$ cat src/rtl/prog_loader_stream.sv
// Boot loader: packs a 32-bit word stream into imem lines, then writes a dmem block.
// Optional trailing checksum word when LOADER_CHECKSUM_EN is defined.
module prog_loader_stream #(
   parameter int INSN_LEN    = 32,
   parameter int FETCH_WIDTH = 4,
   parameter int IMEM_AW     = 9,
   parameter int DMEM_AW     = 30,
   parameter int IMEM_LINES  = 512,
   parameter int DMEM_WORDS  = 0
) (
   input  logic                            clk,
   input  logic                            reset,
   input  logic                            start,
   input  logic                            in_valid,
   output logic                            in_ready,
   input  logic [INSN_LEN-1:0]             in_data,
   output logic                            loading,
   output logic                            core_reset,
   output logic                            imem_we,
   output logic [IMEM_AW-1:0]              imem_addr,
   output logic [FETCH_WIDTH*INSN_LEN-1:0] imem_wdata,
   output logic                            dmem_we,
   output logic [DMEM_AW-1:0]              dmem_addr,
   output logic [INSN_LEN-1:0]             dmem_wdata,
   output logic                            done,
   output logic                            err
);

   localparam int LINE_W = FETCH_WIDTH * INSN_LEN;
   localparam int BEAT_W = (FETCH_WIDTH > 1) ? $clog2(FETCH_WIDTH) : 1;
   localparam logic [BEAT_W-1:0]  LAST_BEAT = BEAT_W'(FETCH_WIDTH - 1);
   localparam logic [IMEM_AW-1:0] LAST_LINE = IMEM_AW'(IMEM_LINES - 1);
   localparam logic [DMEM_AW-1:0] LAST_WORD = DMEM_AW'((DMEM_WORDS > 0) ? DMEM_WORDS - 1 : 0);

   typedef enum logic [2:0] {
      IDLE,
      L_IMEM,
      L_DMEM,
`ifdef LOADER_CHECKSUM_EN
      CHK,
      ERR,
`endif
      FLUSH,
      DONE
   } state_t;

   // Where the final data beat leads: checksum word or straight to the write flush.
`ifdef LOADER_CHECKSUM_EN
   localparam state_t DATA_END = CHK;
`else
   localparam state_t DATA_END = FLUSH;
`endif

   state_t               state_q, state_d;
   logic [BEAT_W-1:0]    beatCnt_q, beatCnt_d;
   logic [IMEM_AW-1:0]   lineCnt_q, lineCnt_d;
   logic [DMEM_AW-1:0]   wordCnt_q, wordCnt_d;
   logic [LINE_W-1:0]    lineBuf_q, lineBuf_d, lineIns;
   logic                 imemWe_q, imemWe_d;
   logic [IMEM_AW-1:0]   imemAddr_q, imemAddr_d;
   logic [LINE_W-1:0]    imemWdata_q, imemWdata_d;
   logic                 dmemWe_q, dmemWe_d;
   logic [DMEM_AW-1:0]   dmemAddr_q, dmemAddr_d;
   logic [INSN_LEN-1:0]  dmemWdata_q, dmemWdata_d;
   logic                 inReady_q, loading_q, coreReset_q, done_q;
   logic                 fire, canStart;
`ifdef LOADER_CHECKSUM_EN
   logic [INSN_LEN-1:0]  sum_q, sum_d;
   logic                 err_q;
`endif

   always_comb begin
      state_d     = state_q;
      beatCnt_d   = beatCnt_q;
      lineCnt_d   = lineCnt_q;
      wordCnt_d   = wordCnt_q;
      lineBuf_d   = lineBuf_q;
      imemWe_d    = 1'b0;
      imemAddr_d  = imemAddr_q;
      imemWdata_d = imemWdata_q;
      dmemWe_d    = 1'b0;
      dmemAddr_d  = dmemAddr_q;
      dmemWdata_d = dmemWdata_q;
`ifdef LOADER_CHECKSUM_EN
      sum_d       = sum_q;
`endif
      fire     = in_valid & inReady_q;
      canStart = (state_q == IDLE) || (state_q == DONE)
`ifdef LOADER_CHECKSUM_EN
                 || (state_q == ERR)
`endif
                 ;

      lineIns = lineBuf_q;
      for (int k = 0; k < FETCH_WIDTH; k++)
         if (beatCnt_q == BEAT_W'(k)) lineIns[k*INSN_LEN +: INSN_LEN] = in_data;

      if (canStart && start) begin
         state_d   = L_IMEM;
         beatCnt_d = '0;
         lineCnt_d = '0;
         wordCnt_d = '0;
         lineBuf_d = '0;
`ifdef LOADER_CHECKSUM_EN
         sum_d     = '0;
`endif
      end else begin
         case (state_q)
            L_IMEM: if (fire) begin
`ifdef LOADER_CHECKSUM_EN
               sum_d = sum_q + in_data;
`endif
               if (beatCnt_q == LAST_BEAT) begin
                  beatCnt_d   = '0;
                  lineBuf_d   = '0;
                  imemWe_d    = 1'b1;
                  imemAddr_d  = lineCnt_q;
                  imemWdata_d = lineIns;
                  // The last line leaves the counter in place so a full-depth load never wraps.
                  if (lineCnt_q == LAST_LINE)
                     state_d = (DMEM_WORDS == 0) ? DATA_END : L_DMEM;
                  else
                     lineCnt_d = lineCnt_q + IMEM_AW'(1);
               end else begin
                  beatCnt_d = beatCnt_q + BEAT_W'(1);
                  lineBuf_d = lineIns;
               end
            end
            L_DMEM: if (fire) begin
`ifdef LOADER_CHECKSUM_EN
               sum_d = sum_q + in_data;
`endif
               dmemWe_d    = 1'b1;
               dmemAddr_d  = wordCnt_q;
               dmemWdata_d = in_data;
               if (wordCnt_q == LAST_WORD) state_d = DATA_END;
               else wordCnt_d = wordCnt_q + DMEM_AW'(1);
            end
`ifdef LOADER_CHECKSUM_EN
            CHK: if (fire) state_d = (in_data == sum_q) ? FLUSH : ERR;
`endif
            FLUSH:   state_d = DONE;
            default: ;
         endcase
      end
   end

   // Outputs are registered decodes of the next state so they change with the state.
   always_ff @(posedge clk) begin
      if (reset) begin
         state_q     <= IDLE;
         beatCnt_q   <= '0;
         lineCnt_q   <= '0;
         wordCnt_q   <= '0;
         lineBuf_q   <= '0;
         imemWe_q    <= 1'b0;
         imemAddr_q  <= '0;
         imemWdata_q <= '0;
         dmemWe_q    <= 1'b0;
         dmemAddr_q  <= '0;
         dmemWdata_q <= '0;
         inReady_q   <= 1'b0;
         loading_q   <= 1'b0;
         coreReset_q <= 1'b1;
         done_q      <= 1'b0;
`ifdef LOADER_CHECKSUM_EN
         sum_q       <= '0;
         err_q       <= 1'b0;
`endif
      end else begin
         state_q     <= state_d;
         beatCnt_q   <= beatCnt_d;
         lineCnt_q   <= lineCnt_d;
         wordCnt_q   <= wordCnt_d;
         lineBuf_q   <= lineBuf_d;
         imemWe_q    <= imemWe_d;
         imemAddr_q  <= imemAddr_d;
         imemWdata_q <= imemWdata_d;
         dmemWe_q    <= dmemWe_d;
         dmemAddr_q  <= dmemAddr_d;
         dmemWdata_q <= dmemWdata_d;
`ifdef LOADER_CHECKSUM_EN
         inReady_q   <= (state_d == L_IMEM) || (state_d == L_DMEM) || (state_d == CHK);
         loading_q   <= (state_d == L_IMEM) || (state_d == L_DMEM) || (state_d == CHK) ||
                        (state_d == FLUSH);
         sum_q       <= sum_d;
         err_q       <= (state_d == ERR);
`else
         inReady_q   <= (state_d == L_IMEM) || (state_d == L_DMEM);
         loading_q   <= (state_d == L_IMEM) || (state_d == L_DMEM) || (state_d == FLUSH);
`endif
         coreReset_q <= (state_d != DONE);
         done_q      <= (state_d == DONE);
      end
   end

   // Strobes are masked during reset so a line completed just before reset is dropped.
   assign imem_we    = imemWe_q & ~reset;
   assign dmem_we    = dmemWe_q & ~reset;
   assign imem_addr  = imemAddr_q;
   assign imem_wdata = imemWdata_q;
   assign dmem_addr  = dmemAddr_q;
   assign dmem_wdata = dmemWdata_q;
   assign in_ready   = inReady_q;
   assign loading    = loading_q;
   assign core_reset = coreReset_q;
   assign done       = done_q;
`ifdef LOADER_CHECKSUM_EN
   assign err        = err_q;
`else
   assign err        = 1'b0;
`endif

endmodule

$ cat config.mk
export PLATFORM = sky130hd
export DESIGN_NAME = prog_loader_stream
export DESIGN_NICKNAME = d
export VERILOG_FILES = /design/src/rtl/prog_loader_stream.sv
export SDC_FILE = /design/constraint.sdc
export NUM_CORES = 1
export LEC_CHECK = 0
export ABC_AREA = 1
export BUFFER_PORTS_ARGS = -buffer_cell sky130_fd_sc_hd__buf_2
export CORE_MARGIN = 4
export CORE_UTILIZATION = 55
export CTS_CLUSTER_DIAMETER = 80
export CTS_CLUSTER_SIZE = 16
export DETAILED_ROUTE_END_ITERATION = 7
export PLACE_DENSITY = 0.76
export SYNTH_ARGS = -nofsm -noshare
export SYNTH_HDL_FRONTEND = slang
export SYNTH_SLANG_ARGS = --single-unit
$ cat constraint.sdc
create_clock -name clk -period 2 [get_ports clk]
set_input_delay 0.4 -clock clk [delete_from_list [all_inputs] [get_ports clk]]
set_output_delay 0.4 -clock clk [all_outputs]
set_load 0.01 [all_outputs]
**Yosys cells after proc, flatten, opt, wreduce, memory -nomap -nowiden**

Index checks and enable logic that the tools add are counted.

- Register bits: 377
- Bits of input ports: 36
- Logic and storage cells: 71

- Add/subtract/negate cells: 3
- Eq/ne operators: 13
- Mux-type cells: 15
- Bitwise logic cells: 10
- Reduce and logical (&&, ||, !) cells: 15

Operator list:

| operator | number |
|---|---|
| two-way mux 128 bit | 1 |
| two-way mux 32 bit | 4 |
| adder 30 x 1 -> 30 bit, second input constant | 1 |
| logical NOT 30 bit | 1 |
| two-way mux 3 bit | 6 |
| equality test 3 x 2 -> 1 bit, second input constant | 4 |
| adder 9 x 1 -> 9 bit, second input constant | 1 |
| equality test 9 bit, second input constant | 1 |
| case mux 3 bit (3 select lines) | 1 |
| AND reduction 4 bit | 2 |
| inverter 1 bit | 7 |
| equality test 3 x 1 -> 1 bit, second input constant | 2 |
| equality test 3 bit, second input constant | 2 |
| AND reduction 3 bit | 2 |
| equality test 2 bit, second input constant | 2 |
| OR reduction 4 bit | 1 |
| AND 1 bit | 3 |
| logical NOT 3 bit | 1 |
| logical OR 1 bit | 3 |
| != test 3 bit, second input constant | 1 |
| OR reduction 3 bit | 1 |
| adder 2 x 1 -> 2 bit, second input constant | 1 |
| equality test 2 x 1 -> 1 bit, second input constant | 1 |
| logical NOT 2 bit | 1 |
| 5 further kinds | 6 |

**Logic depth before layout (Yosys ltp)**

Gate-level depths: netlist of run 1.

- Depth in word-level cells: 9
- Gate-level depth with buffers: 12

**Least setup slack after synthesis of run 1**

Ideal clock, no wire load.

- Path type: input -> output
- From: in reset
- To: out dmem_we
- Arrival: 1343 ps
- Required time: 1600 ps
- Slack: 257 ps
- Cell stages on the path: 4
- Cell sequence: buf_2 clkbuf_1 clkbuf_1 nor2_1

- Word-level cells in the longest chain between the ends: 2

Ends and longest elaborated chain:

| what | line | text |
|---|---|---|
| from (decl) | 12 | `input logic reset,` |
| inverter 1 bit | 199 | `assign dmem_we = dmemWe_q & ~reset;` |
| AND 1 bit | 199 |  |
| to (decl) | 22 | `output logic dmem_we,` |

No other way between the ends.

**Final worst setup path of run 1**

- From: reg wordCnt_q[2]
- To: reg wordCnt_q[5]

- Word-level cells in the longest chain between the ends: 3

Ends and longest elaborated chain:

| what | line | text |
|---|---|---|
| from (decl) | 57 | `logic [DMEM_AW-1:0] wordCnt_q, wordCnt_d;` |
| from (signal assigned) | 174 | `wordCnt_q <= wordCnt_d;` |
| parallel branches: the longest is 3 deep, another holds adder 30 x 1 -> 30 bit | n/a |  |

Several ways; the timed one is not identified.
A chain may end at the register's enable or synchronous reset.

==> metrics, run 1 <==
Min-Delay Path Class in2reg; DIE WIDTH 171 um; final period demand of the worst path 1.89 ns; Detailed Route WL 42400 um; total vias in the final route 13000; Initial Utilization 0.560; clock skew 0.0199 ns; post-CTS setup buffer count 0; setup slack after layout 0.115 ns; number of sinks on the clock net 345; Yosys reg bits 345; Crit Path Category reg2reg; maximum number of buffers from clock root to sink 3; critical path data required time 2.47 ns; worst slew margin relative to its limit 0.613; post-synthesis net count 1807; global placement routability congestion 0.902; detail-routed via count per cell 5.75; Avg Synthesized Cell Area 8.28 um^2; setup-violating endpoint count in the final report 0; maximum number of pins on one net before global-route repair 91; unrepaired setup endpoints after global routing no; count of TritonRoute iterations in the first routing pass 6; cells traversed along the worst timing path nand3_1 -> nor2_1 -> xor2_1 -> nand3_1 -> a21oi_1; chip height 171 um; worst hold endpoint imem_wdata[79]$_SDFFE_PP0P_; number of antenna cells inserted 0; cell chosen for the clock root clkbuf_16; Critical Path Source Type flip-flop; H-tree levels 1; launch instance of the worst register-to-register path wordCnt_q[2]$_SDFFE_PP0P_; pre-CTS setup slack 0.207 ns; Global Route Usage Sum 0.280; Worst R2R Setup Slack 0.11 ns; Hold Violations, Final 0; Cells on Worst Hold Path 2; initial antenna violation count 0; arrival time at the worst endpoint 2.35 ns; capture point of the worst reg-to-reg path wordCnt_q[5]$_SDFFE_PP0P_; Post-DP HPWL 28900 um; global-route wire length before repair 65700 um; clock latency reported for the late side of the worst-skew pair 0.55 ns; fraction of layout cells with a size suffix above 1 0.221; Max Freq 530 MHz; clock input transition at the sequential cells of the worst setup and hold paths 0.07 ns; Worst setup EP type flip-flop; post-placement cell area 16100 um^2; Area Overhead vs Synth 15.1%; number of global-route vias before repair 12200; slowest CP cell dfxtp_1; CP dominant cell by count nand3_1; post-synthesis instance total 1763; post-DR wirelength/cell 18.7 um; highest ir drop seen on vdd 0.000742 V; cell area after technology mapping 14600 um^2; Final Total Pwr 12200 uW; core outline area 26100 um^2; count of input and output buffers 240; DRC 0; leakage power 0.00733 uW; worst stage delay on the critical path 0.54 ns; share of the yosys chip area belonging to registers 0.473; Layout Utilization 0.644; synthesis warning total 0; total non-filler cell area in the finished layout 16800 um^2; number of placement rows 59; gr ovfl total 0; worst reg-to-reg path cell count 5; total clock buffers created by CTS 25; clock tree from TritonCTS built; Final Max Tran Viols 0; setup tns final 0 ns; critical-path maximum fanout 8; transition time at the pin with the least slew margin 0.581 ns; status completed; power per cell area 725 nW/um^2; DRC violation total after the first TritonRoute iteration 1265; synth unique cells 28; Die Footprint 29200 um^2; HP Start reset; MaxCap Viol Count 0; number of routed nets with antenna violations 0; I/O pin count 242; share of the cycle needed by the critical path after routing 0.943; Final Net Count 1979
where the power goes:
part           internal, uW  switching (uW)  total (uW)
registers              6900            21.2        6920
clock network          2240            2360        4600
logic                   170             475         645
through the flow:
stage,hold WS (ns),std cells
after floorplan,0.445,1763
after global placement,0.452,2243
after detailed placement,0.464,2243
after CTS,0.136,2270
after global routing,0.137,2270
final,0.152,2270
worst max-delay path by stage:
| stage | startpoint | slack (ns) | end | cells past startpoint |
|---|---|---|---|---|
| 6_report | wordCnt_q[2]$_SDFFE_PP0P_ | 0.11 | wordCnt_q[5]$_SDFFE_PP0P_ | 5 |
| 3_5_place_dp | in_valid | 0.21 | imem_wdata[92]$_SDFFE_PP0P_ | 8 |
| 3_3_place_gp | wordCnt_q[2]$_SDFFE_PP0P_ | 0.25 | wordCnt_q[13]$_SDFFE_PP0P_ | 7 |
| 4_1_cts | wordCnt_q[1]$_SDFFE_PP0P_ | 0.19 | wordCnt_q[6]$_SDFFE_PP0P_ | 11 |
| 2_1_floorplan | reset | 0.26 | dmem_we | 4 |
| 5_1_grt | wordCnt_q[2]$_SDFFE_PP0P_ | 0.05 | wordCnt_q[13]$_SDFFE_PP0P_ | 7 |
synth_stat cells:
| library cell | n | area share |
|---|---|---|
| ha_1 | 8 | 0.0069 |
| o21ai_0 | 256 | 0.088 |
| nor2_4 | 3 | 0.0023 |
| buf_2 | 35 | 0.012 |
| nor2_2 | 1 | 0.00043 |
| o211a_1 | 89 | 0.061 |
| a211oi_1 | 7 | 0.0036 |
| a21oi_1 | 140 | 0.048 |
| o22ai_1 | 1 | 0.00043 |
| inv_2 | 4 | 0.0010 |
| inv_1 | 90 | 0.023 |
| conb_1 | 1 | 0.00026 |
| nand2_1 | 283 | 0.073 |
| nand2_2 | 1 | 0.00043 |
| buf_4 | 26 | 0.013 |
| nand4_1 | 7 | 0.0030 |
| a211oi_2 | 97 | 0.083 |
| buf_1 | 7 | 0.0018 |
| buf_6 | 1 | 0.00077 |
| o21ai_1 | 38 | 0.013 |
| dfxtp_1 | 345 | 0.47 |
| xor2_1 | 11 | 0.0066 |
| nor2_1 | 190 | 0.049 |
| nor3_2 | 1 | 0.00069 |
| nor4_1 | 1 | 0.00043 |
| nand3_1 | 42 | 0.014 |
| nor3_1 | 4 | 0.0014 |
| clkbuf_1 | 74 | 0.019 |
logic make-up (layout without fill, tap and decap cells):
| group | after synthesis | after routing | synth area share |
|---|---|---|---|
| adders and majority gates | 8 | 8 | 0.00686 |
| DFF | 345 | 345 | 0.473 |
| and+or+nand+nor | 533 | 533 | 0.145 |
| xor gates and xnor gates | 11 | 11 | 0.00660 |
| buffers and inverters | 237 | 409 | 0.0712 |
| other | 1 | 1 | 0.000257 |
| AOI/OAI and AO/OA | 628 | 628 | 0.297 |
final cells by class:
type | instances | area (um^2)
sequential | 345 | 6910
clock inverter | 2 | 28.8
tap | 335 | 419
inverter | 94 | 360
timing repair buffer | 288 | 1780
fill | 2278 | 9270
multi-input combinational | 1181 | 6670
clock buffer | 25 | 626
critical path: cells and delay by family (launching register included):
| kind | cells | cell delay, ns |
|---|---|---|
| flip-flops | 1 | 0.54 |
| XOR/XNOR | 1 | 0.21 |
| AND/OR/NAND/NOR | 3 | 0.91 |
| AO/OA/AOI/OAI | 1 | 0.16 |
state kept, by name (all words and copies together), names as in the netlist:
| register | cells |
|---|---|
| dmemWe_q | 1 |
| lineCnt_q | 9 |
| done | 1 |
| wordCnt_q | 30 |
| state_q | 3 |
| dmem_addr | 30 |
| lineBuf_q | 96 |
| in_ready | 1 |
| dmem_wdata | 32 |
| beatCnt_q | 2 |
| imem_wdata | 128 |
| loading | 1 |
| imemWe_q | 1 |
| imem_addr | 9 |
| core_reset | 1 |
placed cells by master (no fill, tap or decap), drive strengths merged:
cell      n
a211oi  104
a21oi   140
buf     288
clkbuf   25
conb      1
dfxtp   345
ha        8
inv      96
nand2   284
nand3    42
nand4     7
nor2    194
nor3      5
nor4      1
o211a    89
o21ai   294
o22ai     1
xor2     11
layer usage:
metal	vias to the layer above	track usage	wire, um
li1	6334	-	-
met1	6139	0.369	17200
met2	483	0.465	20400
met3	86	0.0485	3140
met4	0	0.100	1690
met5	-	0	0
repair_timing:
action | in CTS | in global routing
setup endpoints to repair | 0 | 1
endpoints found under the hold margin | 0 | 0
hold buffers | 0 | 0
gates resized for setup | 0 | 1
No activity file was read; power rests on OpenSTA's default activity.
==> inputs of run 2 (changes only) <==
- ABC_AREA: 1 -> unset
- PLACE_DENSITY: 0.76 -> 0.77
==> run 2 against run 1 <==
First-iteration DRC count decreased by 44%. Synthesized cell count down 12%. Non-clock buffer count is 22 higher. Critical path depth up 1.
==> metrics, run 2 <==
status completed; main combinational cell family by area after synthesis simple AND/OR/NAND/NOR gates; post-placement cell area 15300 um^2; synthesis warning total 0; Final Total Pwr 11800 uW; unrepaired setup endpoints after global routing yes; Yosys reg bits 345; most frequent cells after synthesis dfxtp_1, nand2_1, nor2_1; highest ir drop seen on vdd 0.000561 V; Critical Path Source Type flip-flop; transition time at the pin with the least slew margin 0.641 ns; share of synthesized cell area in full adder, half adder and majority cells 0.00734; total clock buffers created by CTS 25; leakage power 0.00601 uW; Die Footprint 27400 um^2; number of sinks on the clock net 345; MaxCap Viol Count 0; post-synthesis xor/xnor area fraction 0.00514; total non-filler cell area in the finished layout 16000 um^2; count of flip-flops with a built-in enable after synthesis 0; top-area cell type share of the netlist area 0.506; Global Route Usage Sum 0.245; cell area after technology mapping 13600 um^2; critical path data required time 2.46 ns; Final Non-Filler Cells 2050; detail-routed via count per cell 5.62; post-DR wirelength/cell 17.0 um; share of synthesized area spent on multiplexers 0.0837; most frequent cells in the layout dfxtp_1, buf_2, nand2_1; Final Max Tran Viols 0; synthesized-area fraction occupied by and/or/nand/nor cells 0.178; clock tree from TritonCTS built; most instantiated library cell after synthesis dfxtp_1; share of the cycle needed by the critical path after routing 0.951; I/O pin count 242; clock skew 0.0106 ns; global-route wire length before repair 55700 um; post-synthesis net count 1591; H-tree levels 1; power per cell area 740 nW/um^2; post-cts hold buffer count 0; fraction of layout cells with a size suffix above 1 0.215; final period demand of the worst path 1.90 ns; setup-violating endpoint count in the final report 0; critical-path maximum fanout 12; post-synthesis instance total 1547; arrival time at the worst endpoint 2.36 ns; Max Freq 526 MHz; Min-Delay Path Class in2reg; pre-CTS setup slack 0.00670 ns; max reg flops 128; number of global-route vias before repair 10700; maximum number of buffers from clock root to sink 3; clock input transition at the sequential cells of the worst setup and hold paths 0.07 ns; Crit Path Category reg2reg; core outline area 24400 um^2; DRC violation total after the first TritonRoute iteration 711; number of routed nets with antenna violations 0; Area Overhead vs Synth 17.1%; gr ovfl total 0; global placement routability congestion 0.887; clock latency reported for the late side of the worst-skew pair 0.53 ns; synth unique cells 46; leading cell type in the layout, fill and taps excluded dfxtp_1; Post-DP HPWL 23300 um; count of TritonRoute iterations in the first routing pass 5; Worst setup EP type flip-flop; setup tns final 0 ns; initial antenna violation count 1; count of input and output buffers 240; chip height 165 um; setup slack after layout 0.0988 ns; post-synth top area cell dfxtp_1; Final Net Count 1769; share of synthesized flip-flops with an asynchronous set or reset 0; maximum number of pins on one net before global-route repair 94; Avg Synthesized Cell Area 8.82 um^2; share of the yosys chip area belonging to registers 0.506; worst slew margin relative to its limit 0.568; Cell Count Post-Placement 2020; largest cells by area after synthesis dfxtp_1, mux2i_1, nand2_1; DRC 0; fraction of the mapped netlist area in compound gates 0.163; Detailed Route WL 34900 um; DIE WIDTH 165 um; top_reg_cell synth dfxtp_1; number of placement rows 57; total vias in the final route 11500; Initial Utilization 0.559; Hold Violations, Final 0; cell chosen for the clock root clkbuf_16
[run 2: cell types whose count changed after synthesis, moves of 44 or more]
cell      delta
nand2_1     -44
clkbuf_1    +46
o211a_1     -89
mux2i_1    +114
o21ai_0    -243
a22oi_1     +89
a211oi_2    -97
a211oi_1    +91
inv_1       -75
[run 2: where the power goes]
| part | internal (uW) | switching (uW) |
|---|---|---|
| Clock | 2220 | 2250 |
| Sequential | 6880 | 9.47 |
| Combinational | 126 | 319 |
| Total | 9230 | 2580 |
[run 2: cells by family (layout without fill, tap and decap cells)]
| group | Yosys count | count (layout) |
|---|---|---|
| and+or+nand+nor | 556 | 556 |
| DFF | 345 | 345 |
| AOI/OAI and AO/OA | 341 | 341 |
| buffers and inverters | 174 | 352 |
| muxes | 114 | 114 |
| adders and majority gates | 8 | 8 |
| xor gates and xnor gates | 8 | 8 |
| other | 1 | 2 |
[run 2: what timing repair did]
action,CTS,global route
gates resized for setup,2,13
endpoints found under the hold margin,0,0
gates cloned,0,0
pin swaps,0,4
buffers inserted,0,2
endpoints found under the setup margin,1,24
[run 2: path summary, 6_finish.rpt]
check                                   from                          to  slack, ns  depth (start not counted)
hold reg to reg   dmem_wdata[9]$_SDFFE_PP0P_  dmem_wdata[9]$_SDFFE_PP0P_       0.45                          2
setup / recovery   wordCnt_q[0]$_SDFFE_PP0P_  wordCnt_q[14]$_SDFFE_PP0P_        0.1                          6
setup reg to reg   wordCnt_q[0]$_SDFFE_PP0P_  wordCnt_q[14]$_SDFFE_PP0P_        0.1                          6
hold / removal                         reset  dmem_addr[11]$_SDFFE_PP0P_       0.17                          2
[run 2: metal layers]
metal	vias up	GRT usage	routed length, um
met5	-	0	0
li1	5691	-	-
met3	42	0.0405	2310
met2	316	0.403	16400
met4	0	0.0566	595
met1	5466	0.341	15600
[run 2: critical path, stage by stage, from the launching register on]
cell     delay, ns
dfxtp_1       0.34
ha_2          0.20
buf_4         0.13
nand3_1       0.06
or4_4         0.63
or3_1         0.34
a21oi_1       0.14
[run 2: area by class of cell]
cell class	count	area (um^2)
sequential	345	6910
tap	324	405
inverter	15	56.3
antenna	1	2.50
clock buffer	25	626
clock inverter	2	17.5
multi-input combinational	1028	6060
fill	2091	8420
timing repair buffer	310	1890
[run 2: stage by stage]
step	utilization	hold WS, ns
after floorplan	-	0.449
after global placement	0.626	0.438
after detailed placement	0.626	0.443
after CTS	0.652	0.151
after global routing	0.655	0.171
final	0.655	0.166
==> inputs of run 3 (changes only) <==
- BUFFER_PORTS_ARGS: -buffer_cell sky130_fd_sc_hd__buf_2 -> unset
- DONT_BUFFER_PORTS: unset -> 1
- PLACE_DENSITY: 0.77 -> 0.68
==> run 3 against run 2 <==
The flow now finishes with violations (negative hold slack). Total power is 0.78% lower. Register-to-register slack worse by 0.04 ns. Utilization is 4.2 points lower. Sequential power hardly changed. Wire length hardly changed. Die area stayed put. Fmax is 2.3% lower. Clock power is 1% higher. Worst hold slack worse by 0.23 ns. Via count is 6.9% lower. Critical path depth is 2 lower.
==> metrics, run 3 (synthesis gave the netlist of run 2 again) <==
DIE WIDTH 165 um; Area Overhead vs Synth 9.60%; clock latency reported for the late side of the worst-skew pair 0.55 ns; Final Total Pwr 11700 uW; count of input and output buffers 0; area taken by multi-input logic gates 6090 um^2; most frequent cells in the layout dfxtp_1, nand2_1, nor2_1; transition time at the pin with the least slew margin 0.492 ns; share of the cycle needed by the critical path after routing 0.973; slowest CP cell or4_4; chip height 165 um; H-tree levels 1; post-route worst hold slack -0.0602 ns; power per cell area 784 nW/um^2; crit path buf inv count 0; worst stage delay on the critical path 0.65 ns; Critical Path Source Type flip-flop; Max Freq 514 MHz; Global Route Usage Sum 0.239; maximum number of buffers from clock root to sink 3; detail-routed via count per cell 5.87; DRC 0; initial antenna violation count 0; maximum number of pins on one net before global-route repair 217; area taken by flip-flops and latches 6910 um^2; Hold Violations, Final 34; Post-DP HPWL 22100 um; global-route wire length before repair 53200 um; cell chosen for the clock root clkbuf_16; global placement routability congestion 0.859; number of fill cells in the layout 2117; worst slew margin relative to its limit 0.669; fraction of layout cells with a size suffix above 1 0.0865; violations in the final reports negative hold slack; Worst setup EP type flip-flop; final period demand of the worst path 1.95 ns; clock tree from TritonCTS built; MaxCap Viol Count 0; post-DR wirelength/cell 19.1 um; clock skew 0.0179 ns; critical path data required time 2.47 ns; Final Max Tran Viols 0; total vias in the final route 10700; number of global-route vias before repair 9754; I/O pin count 242; cell family with the largest share of critical-path delay simple AND/OR/NAND/NOR gates; number of placement rows 57; status finished with violations; Initial Utilization 0.559; core outline area 24400 um^2; cells traversed along the worst timing path nand4_1 -> or4_4 -> or4_1 -> a21oi_1; number of antenna cells inserted 0; gr ovfl total 0; setup-violating endpoint count in the final report 0; leading cell type in the layout, fill and taps excluded dfxtp_1; number of routed nets with antenna violations 0; leakage power 0.00478 uW; highest ir drop seen on vdd 0.000667 V; Crit path depth 4; worst reg-to-reg path cell count 4; number of sinks on the clock net 345; post-placement cell area 14000 um^2; DRC violation total after the first TritonRoute iteration 703; critical-path maximum fanout 6; clock input transition at the sequential cells of the worst setup and hold paths 0.08 ns; max reg flops 128; total non-filler cell area in the finished layout 14900 um^2; Crit Path Category reg2reg; Cells on Worst Hold Path 1; Min-Delay Path Class in2reg; Final Net Count 1547; Die Footprint 27400 um^2; arrival time at the worst endpoint 2.42 ns; total clock buffers created by CTS 25; Detailed Route WL 34900 um; count of TritonRoute iterations in the first routing pass 7
## run 3: changes by cell type in the layout (fill, tap and decap cells not counted), moves of 2 or more
cell / previous run / this run
buf_2: 239 / 0
dlygate4sd3_1: 0 / 22
buf_12: 12 / 9
buf_4: 57 / 54
ha_2: 6 / 4
## run 3: per-layer routing
layer | GRT usage | part of all wire
met5 | 0 | 0
met4 | 0.0461 | 0.016
met3 | 0.0705 | 0.087
met2 | 0.386 | 0.46
met1 | 0.321 | 0.43
## run 3: where the power goes
part | internal, uW | switching, uW
sequential | 6880 | 10.9
clock | 2230 | 2310
combinational | 125 | 172
total | 9230 | 2490
## run 3: final timing paths
path,startpoint,to,slack (ns)
worst max-delay path,wordCnt_q[5]$_SDFFE_PP0P_,wordCnt_q[26]$_SDFFE_PP0P_,0.05
worst min-delay path,reset,dmem_addr[11]$_SDFFE_PP0P_,-0.06
worst max register to register,wordCnt_q[5]$_SDFFE_PP0P_,wordCnt_q[26]$_SDFFE_PP0P_,0.05
worst min register to register,dmem_addr[14]$_SDFFE_PP0P_,dmem_addr[14]$_SDFFE_PP0P_,0.50
## run 3: through the flow
stage	setup slack, ns	instances	utilization	hold slack [ns]	TNS [ns]
after floorplan	-0.0630	1547	-	0.449	-0.252
after global placement	0.0901	1773	0.573	0.474	0
after detailed placement	0.0449	1773	0.573	0.482	0
after CTS	0.0181	1805	0.601	-0.0792	0
after global routing	-0.00881	1827	0.613	-0.0853	-0.0155
final	0.0539	1827	0.613	-0.0602	0
## run 3: cell type report
class / instances / share of cell area
inverter: 15 / 0.00377
tap: 324 / 0.0271
clock buffer: 25 / 0.0419
clock inverter: 2 / 0.00117
timing repair buffer: 87 / 0.0565
multi-input combinational: 1029 / 0.407
sequential: 345 / 0.462
## run 3: worst register-to-register path, cell delays in order, from the launching register on
cell and delay (ns):
dfxtp_2 0.38, nand4_1 0.28, or4_4 0.65, or4_1 0.42
a21oi_1 0.15
## run 3: what timing repair did
action,4_1_cts,5_1_grt
resized for setup,0,20
setup buffers,0,4
setup endpoints to repair,0,112
hold buffers,5,17
hold endpoints to repair,206,132
